File: config.mk
export PLATFORM = sky130hd
export DESIGN_NAME = pdecoder_seq
export DESIGN_NICKNAME = d
export VERILOG_FILES = /design/src/rtl/pdecoder_pkg.sv /design/src/rtl/pdecoder_pending.sv /design/src/rtl/pdecoder_seq.sv
export SDC_FILE = /design/constraint.sdc
export NUM_CORES = 1
export LEC_CHECK = 0
export CAP_MARGIN = 20
export CORE_UTILIZATION = 48
export CTS_BUF_LIST = sky130_fd_sc_hd__clkbuf_8
export DETAILED_ROUTE_END_ITERATION = 7
export PLACE_DENSITY = 0.85
export SYNTH_ARGS = -nofsm -noshare
export SYNTH_HDL_FRONTEND = slang
export SYNTH_SLANG_ARGS = --single-unit
File: constraint.sdc
create_clock -name clk -period 1.65 [get_ports clk]
set_input_delay 0.495 -clock clk [delete_from_list [all_inputs] [get_ports clk]]
set_output_delay 0.495 -clock clk [all_outputs]
set_load 0.03 [all_outputs]
File: src/rtl/pdecoder_pkg.sv
// Shared types and helpers for the pdecoder_seq code-to-select sequencer.
package pdecoder_pkg;

  typedef enum logic [1:0] {
    IDLE = 2'd0,
    HOLD = 2'd1,
    GAP  = 2'd2
  } state_t;

  // Wide enough for the 255-cycle maximum of either timer.
  localparam int CNT_W = 8;

  function automatic logic [7:0] onehot8(input logic [2:0] c);
    return 8'b0000_0001 << c;
  endfunction

endpackage

File: src/rtl/pdecoder_pending.sv
// One-entry code holding register with valid flag; used when PDECODER_QUEUE_EN is defined.
module pdecoder_pending (
  input  logic       clk,
  input  logic       rst,
  input  logic       push,
  input  logic       pop,
  input  logic [2:0] din,
  output logic       pend_valid,
  output logic [2:0] pend_code
);

  always_ff @(posedge clk) begin
    if (rst) begin
      pend_valid <= 1'b0;
      pend_code  <= 3'd0;
    end else if (push) begin
      pend_valid <= 1'b1;
      pend_code  <= din;
    end else if (pop) begin
      pend_valid <= 1'b0;
    end
  end

endmodule

File: src/rtl/pdecoder_seq.sv
// Sequential 3-to-8 decoder: holds each accepted one-hot select, then a zero guard gap.
// Build option PDECODER_QUEUE_EN adds a one-entry pending slot so codes chain without an IDLE cycle.
//
// state | meaning
// IDLE  | waiting for a code, sel all-zero
// HOLD  | one-hot select driven, hold timer running
// GAP   | sel all-zero guard, gap timer running
module pdecoder_seq
  import pdecoder_pkg::*;
#(
  parameter int HOLD_CYCLES = 4,
  parameter int GAP_CYCLES  = 1
) (
  input  logic       clk,
  input  logic       rst,
  input  logic [2:0] code,
  input  logic       valid,
  output logic       ready,
  output logic [7:0] sel,
  output logic       busy,
  output logic       done
);

  localparam logic [CNT_W-1:0] HOLD_LD = CNT_W'(HOLD_CYCLES - 1);
  localparam logic [CNT_W-1:0] GAP_LD  = CNT_W'((GAP_CYCLES > 0) ? GAP_CYCLES - 1 : 0);

  state_t           state_q, state_d;
  logic [CNT_W-1:0] cnt_q, cnt_d;
  logic [7:0]       sel_q, sel_d;
  logic             done_q, done_d;
  logic             xfer;
  logic             at_end;
  logic             chain_ok;
  logic [2:0]       chain_code;

  assign xfer = valid & ready;

`ifdef PDECODER_QUEUE_EN
  logic       pend_valid;
  logic [2:0] pend_code;
  logic       pend_push;
  logic       pend_pop;

  assign ready      = !pend_valid;
  // Pending drains first; with it empty, a code arriving on the final cycle loads directly.
  assign chain_ok   = pend_valid | xfer;
  assign chain_code = pend_valid ? pend_code : code;
  assign pend_pop   = at_end & pend_valid;
  assign pend_push  = xfer & (state_q != IDLE) & !at_end;

  pdecoder_pending u_pending (
    .clk        (clk),
    .rst        (rst),
    .push       (pend_push),
    .pop        (pend_pop),
    .din        (code),
    .pend_valid (pend_valid),
    .pend_code  (pend_code)
  );
`else
  assign ready      = (state_q == IDLE);
  assign chain_ok   = 1'b0;
  assign chain_code = 3'd0;
`endif

  always_comb begin
    state_d = state_q;
    cnt_d   = cnt_q;
    sel_d   = sel_q;
    done_d  = 1'b0;
    at_end  = 1'b0;
    case (state_q)
      IDLE: begin
        if (xfer) begin
          sel_d   = onehot8(code);
          cnt_d   = HOLD_LD;
          state_d = HOLD;
        end
      end
      HOLD: begin
        if (cnt_q == '0) begin
          sel_d  = '0;
          done_d = 1'b1;
          if (GAP_CYCLES > 0) begin
            state_d = GAP;
            cnt_d   = GAP_LD;
          end else begin
            at_end = 1'b1;
          end
        end else begin
          cnt_d = cnt_q - CNT_W'(1);
        end
      end
      GAP: begin
        if (cnt_q == '0) at_end = 1'b1;
        else             cnt_d  = cnt_q - CNT_W'(1);
      end
      default: begin
        state_d = IDLE;
        sel_d   = '0;
        cnt_d   = '0;
      end
    endcase
    if (at_end) begin
      if (chain_ok) begin
        sel_d   = onehot8(chain_code);
        cnt_d   = HOLD_LD;
        state_d = HOLD;
      end else begin
        state_d = IDLE;
        cnt_d   = '0;
      end
    end
  end

  always_ff @(posedge clk) begin
    if (rst) begin
      state_q <= IDLE;
      cnt_q   <= '0;
      sel_q   <= '0;
      done_q  <= 1'b0;
    end else begin
      state_q <= state_d;
      cnt_q   <= cnt_d;
      sel_q   <= sel_d;
      done_q  <= done_d;
    end
  end

  assign sel  = sel_q;
  assign done = done_q;
  assign busy = (state_q != IDLE);

endmodule

==> metrics.txt, run 1 <==
final-report max-slew violation count=0; CP max FO=7; fin worst setup slack=-95.4 ps; synth unique cells=33; Sw Pwr=approximately 0.0012 W; fin util=0.793; violated checks=setup timing; die area=about 2100 um2; WL final=2470 um; Mapped Area=roughly 930 um2; Core Footprint=approximately 1800 um2; Design Area, Final=about 1400 um2; status=finished with violations; drt wl/cell=about 15 um; clk slew on worst S/H paths=80 ps; # clock sinks=19; die height=approximately 46 um; global-route wire length before repair=roughly 3800 um; area leader, netlist=dfxtp_1; Clock Latency Late Sink=~260 ps; initial antenna violation count=0; Mapped Cells=99; CP arrival=around 1900 ps; worst min-delay path class=reg2reg; Avg Cell Area, Syn=~9.4 um2; initial DRC count=24; DP Area=1210 um2; relative slew slack=0.709; post-route minimum period=about 1700 ps; layout cells sized above 1=0.400; Pwr Density=slightly above 2000 nW/um2; n_diodes=0; Area Overhead vs Synth=50.7%; Synth area leaders=dfxtp_1 41%, a22o_1 4.7%, a21oi_1 4.3%; critical path class=reg2reg; Die X=~46 um; Final setup viols=16; IO Count=17; total CTS buffers=3; register area share after synthesis=0.410; Via-to-Cell Ratio=~5.8; GP Congestion=approximately 0.83; fmax=roughly 0.57 GHz; LEAKAGE=a little under 0.6 nW; grt total ovfl=0; Ys Warns=0; H-tree depth=1; Tcrit/Tclk final=1.06; Longest Clk Path Bufs=2; switch share=0.420; post-route ant nets=0; largest net degree at the start of global routing=12; Pint=0.00167 W; Final Hold Vio Count=0; Worst setup EP type=flop; Seq pwr share=0.248; Combinational Power Share=0.636; Nets=about 140; Yosys reg bits=19; drt drc=0; Pre-antenna DRT Iters=4; cell count after placement=roughly 150; Max Cap Violations=0; clk_skew=~3.4 ps; # hold bufs at CTS=0; Initial Util=0.526; HPWL after detailed placement=roughly 1600 um; gr usage total=0.258; fill count=around 120; worst-margin pin slew=~440 ps; DR vias=just over 900; critical path required time=approximately 1800 ps; RSZ-0062 raised after global routing=yes; CP Launch Type=flop; VDD IR max=0.00181 V; Clock power frac=0.116; row count=15; post-synth net total=between 100 and 150; vias in the first global route=roughly 870; CTS tree=done; Post-Place Setup Slack=-351 ps; CTS root buf=clkbuf_8; fin cells=between 150 and 200; Final Power=0.00288 W; top cell type's share of synthesized area=0.410; port buffer count=16
==> metrics by stage <==
| step | setup TNS [ps] | hold slack, ps |
|---|---|---|
| after CTS | -962 | 479 |
| final | -862 | 472 |
| after detailed placement | -3230 | 461 |
| after floorplan | -19.1 | 455 |
| after global routing | -1770 | 493 |
| after global placement | -2530 | 449 |
==> path summary, 6_finish.rpt <==
check,slack (ps),depth (start not counted),endpoint,from
max,-100,7,cnt_q[7],cnt_q[1]
min,470,1,sel[7],sel[7]
max reg2reg,-100,7,cnt_q[7],cnt_q[1]
min reg2reg,470,1,sel[7],sel[7]
==> per-layer routing <==
metal	vias up	wire length (um)	track usage
met5	-	0	0
met4	0	70	0.159
met3	10	54	0.0397
met2	19	1230	0.423
met1	459	1120	0.311
li1	444	-	-
==> cells in the final DEF (no fill, tap or decap), drive strengths merged, types with 5 or more instances in the layout <==
cell and count:
a21oi 9, a22o 5, nor2 9, buf 22, or3 8, dlygate4sd2 10, nor2b 6, dfxtp 19
o21ai 8
==> repair_timing <==
item | 4_1_cts | 5_1_grt
setup endpoints to repair | 27 | 18
setup buffers | 1 | 7
gates resized for setup | 32 | 6
pin swaps | 16 | 5
hold endpoints to repair | 0 | 0
==> kinds of logic after synthesis <==
logic type                 synth area share
AOI/OAI and AO/OA                     0.280
and+or+nand+nor                       0.233
DFF                                   0.410
adders and majority gates            0.0269
buffers and inverters                0.0498
==> power by group through the flow <==
| stage | sequential, W | combinational, W | clock (W) |
|---|---|---|---|
| finish | 0.000712 | 0.00183 | 0.000334 |
| global route | 0.000727 | 0.00196 | 0.000351 |
| CTS | 0.000706 | 0.00163 | 0.000337 |
| detailed placement | 0.000702 | 0.00133 | 0 |
| global placement | 0.000690 | 0.00127 | 0 |
| floorplan | 0.000703 | 0.000924 | 0 |
==> cells in the mapped netlist <==
master,count
or3_4,1
or2b_1,2
nor2_1,9
a21oi_1,8
nand2_1,2
buf_6,1
a21oi_2,1
o21a_1,2
inv_1,4
o21ai_1,1
and3_1,1
a21o_2,1
o211ai_2,1
dfxtp_1,19
a2111oi_0,1
a32o_1,4
o22ai_1,1
o31ai_1,2
o21ai_0,6
o21ai_2,1
buf_4,2
a22o_1,5
or4_2,2
nor2b_1,6
nor3_1,2
o31a_2,1
or3_2,2
a21o_1,1
clkbuf_2,1
ha_1,2
or3_1,5
nor4_4,1
or4b_1,1
==> final cells by class <==
| type | instances | area, um2 | area share |
|---|---|---|---|
| multi-input combinational | 72 | 619 | 0.443 |
| sequential | 19 | 387 | 0.276 |
| timing repair buffer | 36 | 300 | 0.215 |
| clock buffer | 3 | 41.3 | 0.0295 |
| tap | 25 | 31.3 | 0.0224 |
| inverter | 4 | 15.0 | 0.0107 |
| clock inverter | 1 | 5.00 | 0.00358 |
==> critical path, cell delays in order (launching register included) <==
cell and delay (ps):
dfxtp_2 330, inv_2 70, ha_4 120, or4b_4 550, o211ai_4 250, buf_6 150
or3_4 120, a21oi_2 50
==> state kept, by name, indices dropped and copies added (netlist names) <==
| signal | count |
|---|---|
| cnt_q | 8 |
| sel | 8 |
| state_q | 2 |
| done | 1 |
(Power assumes the default switching activity.)
==> run 2: changes to the inputs <==
- CORE_MARGIN: default -> 4
==> metrics.txt, run 2 (synthesis results as in run 1) <==
status=finished with violations; violated checks=setup timing; CP arrival=1920 ps; fill count=between 100 and 150; DR vias=just under 900; Post-Place Setup Slack=-397 ps; r2r startpoint=cnt_q[1]; relative slew slack=0.713; total CTS buffers=3; Hold WS=473 ps; initial antenna violation count=0; row count=15; clk_skew=between 5 and 6 ps; critical path class=reg2reg; most frequent cells in the layout=15 x dfxtp_1, 13 x buf_4, 10 x dlygate4sd2_1; gr usage total=0.195; Final setup viols=16; Nets=between 100 and 150; port buffer count=16; VDD IR max=between 0.001 and 0.0015 V; Worst setup EP type=flop; Die X=52.0 um; Tcrit/Tclk final=1.07; Via-to-Cell Ratio=5.78; H-tree depth=1; Max Cap Violations=0; start point of the worst hold path=sel[7]; # hold bufs at CTS=0; CTS root buf=clkbuf_8; HPWL after detailed placement=roughly 1600 um; cell count after placement=about 150; fin worst setup slack=-114 ps; most common cell after layout, fill and taps aside=dfxtp_1; Final Hold Vio Count=0; fin cells=~150; CP max FO=7; LEAKAGE=about 0.55 nW; drt drc=0; global-route wire length before repair=3950 um; post-route ant nets=0; Area Overhead vs Synth=43.7%; GP Congestion=roughly 0.76; fmax=around 0.57 GHz; fin util=0.748; Worst Setup SP=cnt_q[1]; largest net degree at the start of global routing=12; Pre-antenna DRT Iters=4; n_diodes=0; worst min-delay path class=reg2reg; Initial Util=0.521; RSZ-0062 raised after global routing=yes; post-route minimum period=1760 ps; CP Launch Type=flop; Clock Latency Late Sink=260 ps; worst-margin pin slew=430 ps; layout cells sized above 1=0.367; critical path required time=1800 ps; Longest Clk Path Bufs=2; Core Footprint=between 1500 and 2000 um2; die area=2700 um2; initial DRC count=14; clk slew on worst S/H paths=70 ps; CTS tree=done; IO Count=17; drt wl/cell=between 10 and 15 um; vias in the first global route=around 930; Pwr Density=around 2000 nW/um2; die height=52.0 um; # clock sinks=19; final-report max-slew violation count=0; grt total ovfl=0; WL final=2230 um
==> run 2: timing repair <==
action | 4_1_cts | 5_1_grt
setup buffers | 1 | 0
hold endpoints to repair | 0 | 0
endpoints found under the setup margin | 25 | 19
gates resized for setup | 30 | 7
gates cloned | 0 | 0
pin swaps | 17 | 10
==> run 2: final cells by class <==
class	instances	area (um2)	area share
Inverter	4	15.0	0.0113
Clock inverter	1	5.00	0.00375
Timing Repair Buffer	29	248	0.186
Multi-Input combinational cell	72	608	0.456
Clock buffer	3	41.3	0.0310
Sequential cell	19	385	0.289
Tap cell	25	31.3	0.0235
==> run 2: final timing paths <==
kind,cells past startpoint,slack [ps],endpoint
max,6,-110,cnt_q[3]
min,1,470,sel[7]
max reg2reg,6,-110,cnt_q[3]
min reg2reg,1,470,sel[7]
==> run 2: report_power, final <==
part	total, W	internal, W	switching, W	leakage, nW
Clock	0.000322	0.000168	0.000154	0.0255
Sequential	0.000732	0.000579	0.000153	0.156
Combinational	0.00160	0.000751	0.000847	0.368
==> run 2: metrics by stage <==
stage	setup TNS [ps]	total power (W)	cell area, um2
floorplan	-19.1	0.00163	953
global placement	-2670	0.00195	1210
finish	-1070	0.00265	1330
CTS	-1020	0.00265	1320
detailed placement	-3050	0.00201	1210
global route	-2150	0.00284	1330
==> run 2: metal layers <==
metal | vias up | global-route usage | part of all wire
met5 | - | 0 | 0
met4 | 0 | 0.0742 | 0.017
met3 | 7 | 0.0659 | 0.050
met2 | 26 | 0.318 | 0.50
met1 | 421 | 0.234 | 0.43
li1 | 430 | - | -
==> run 2: critical path, stage by stage, from the launching register on <==
cell and delay [ps]:
dfxtp_2 320, inv_2 50, ha_2 160, or4b_4 570, nor4_4 340, or4_4 190
a21oi_2 40
==> run 3: changes to the inputs <==
- CAP_MARGIN: 20 -> 15
==> results of run 3 <==
The final DEF is identical to that of run 2; final timing and power are the same.
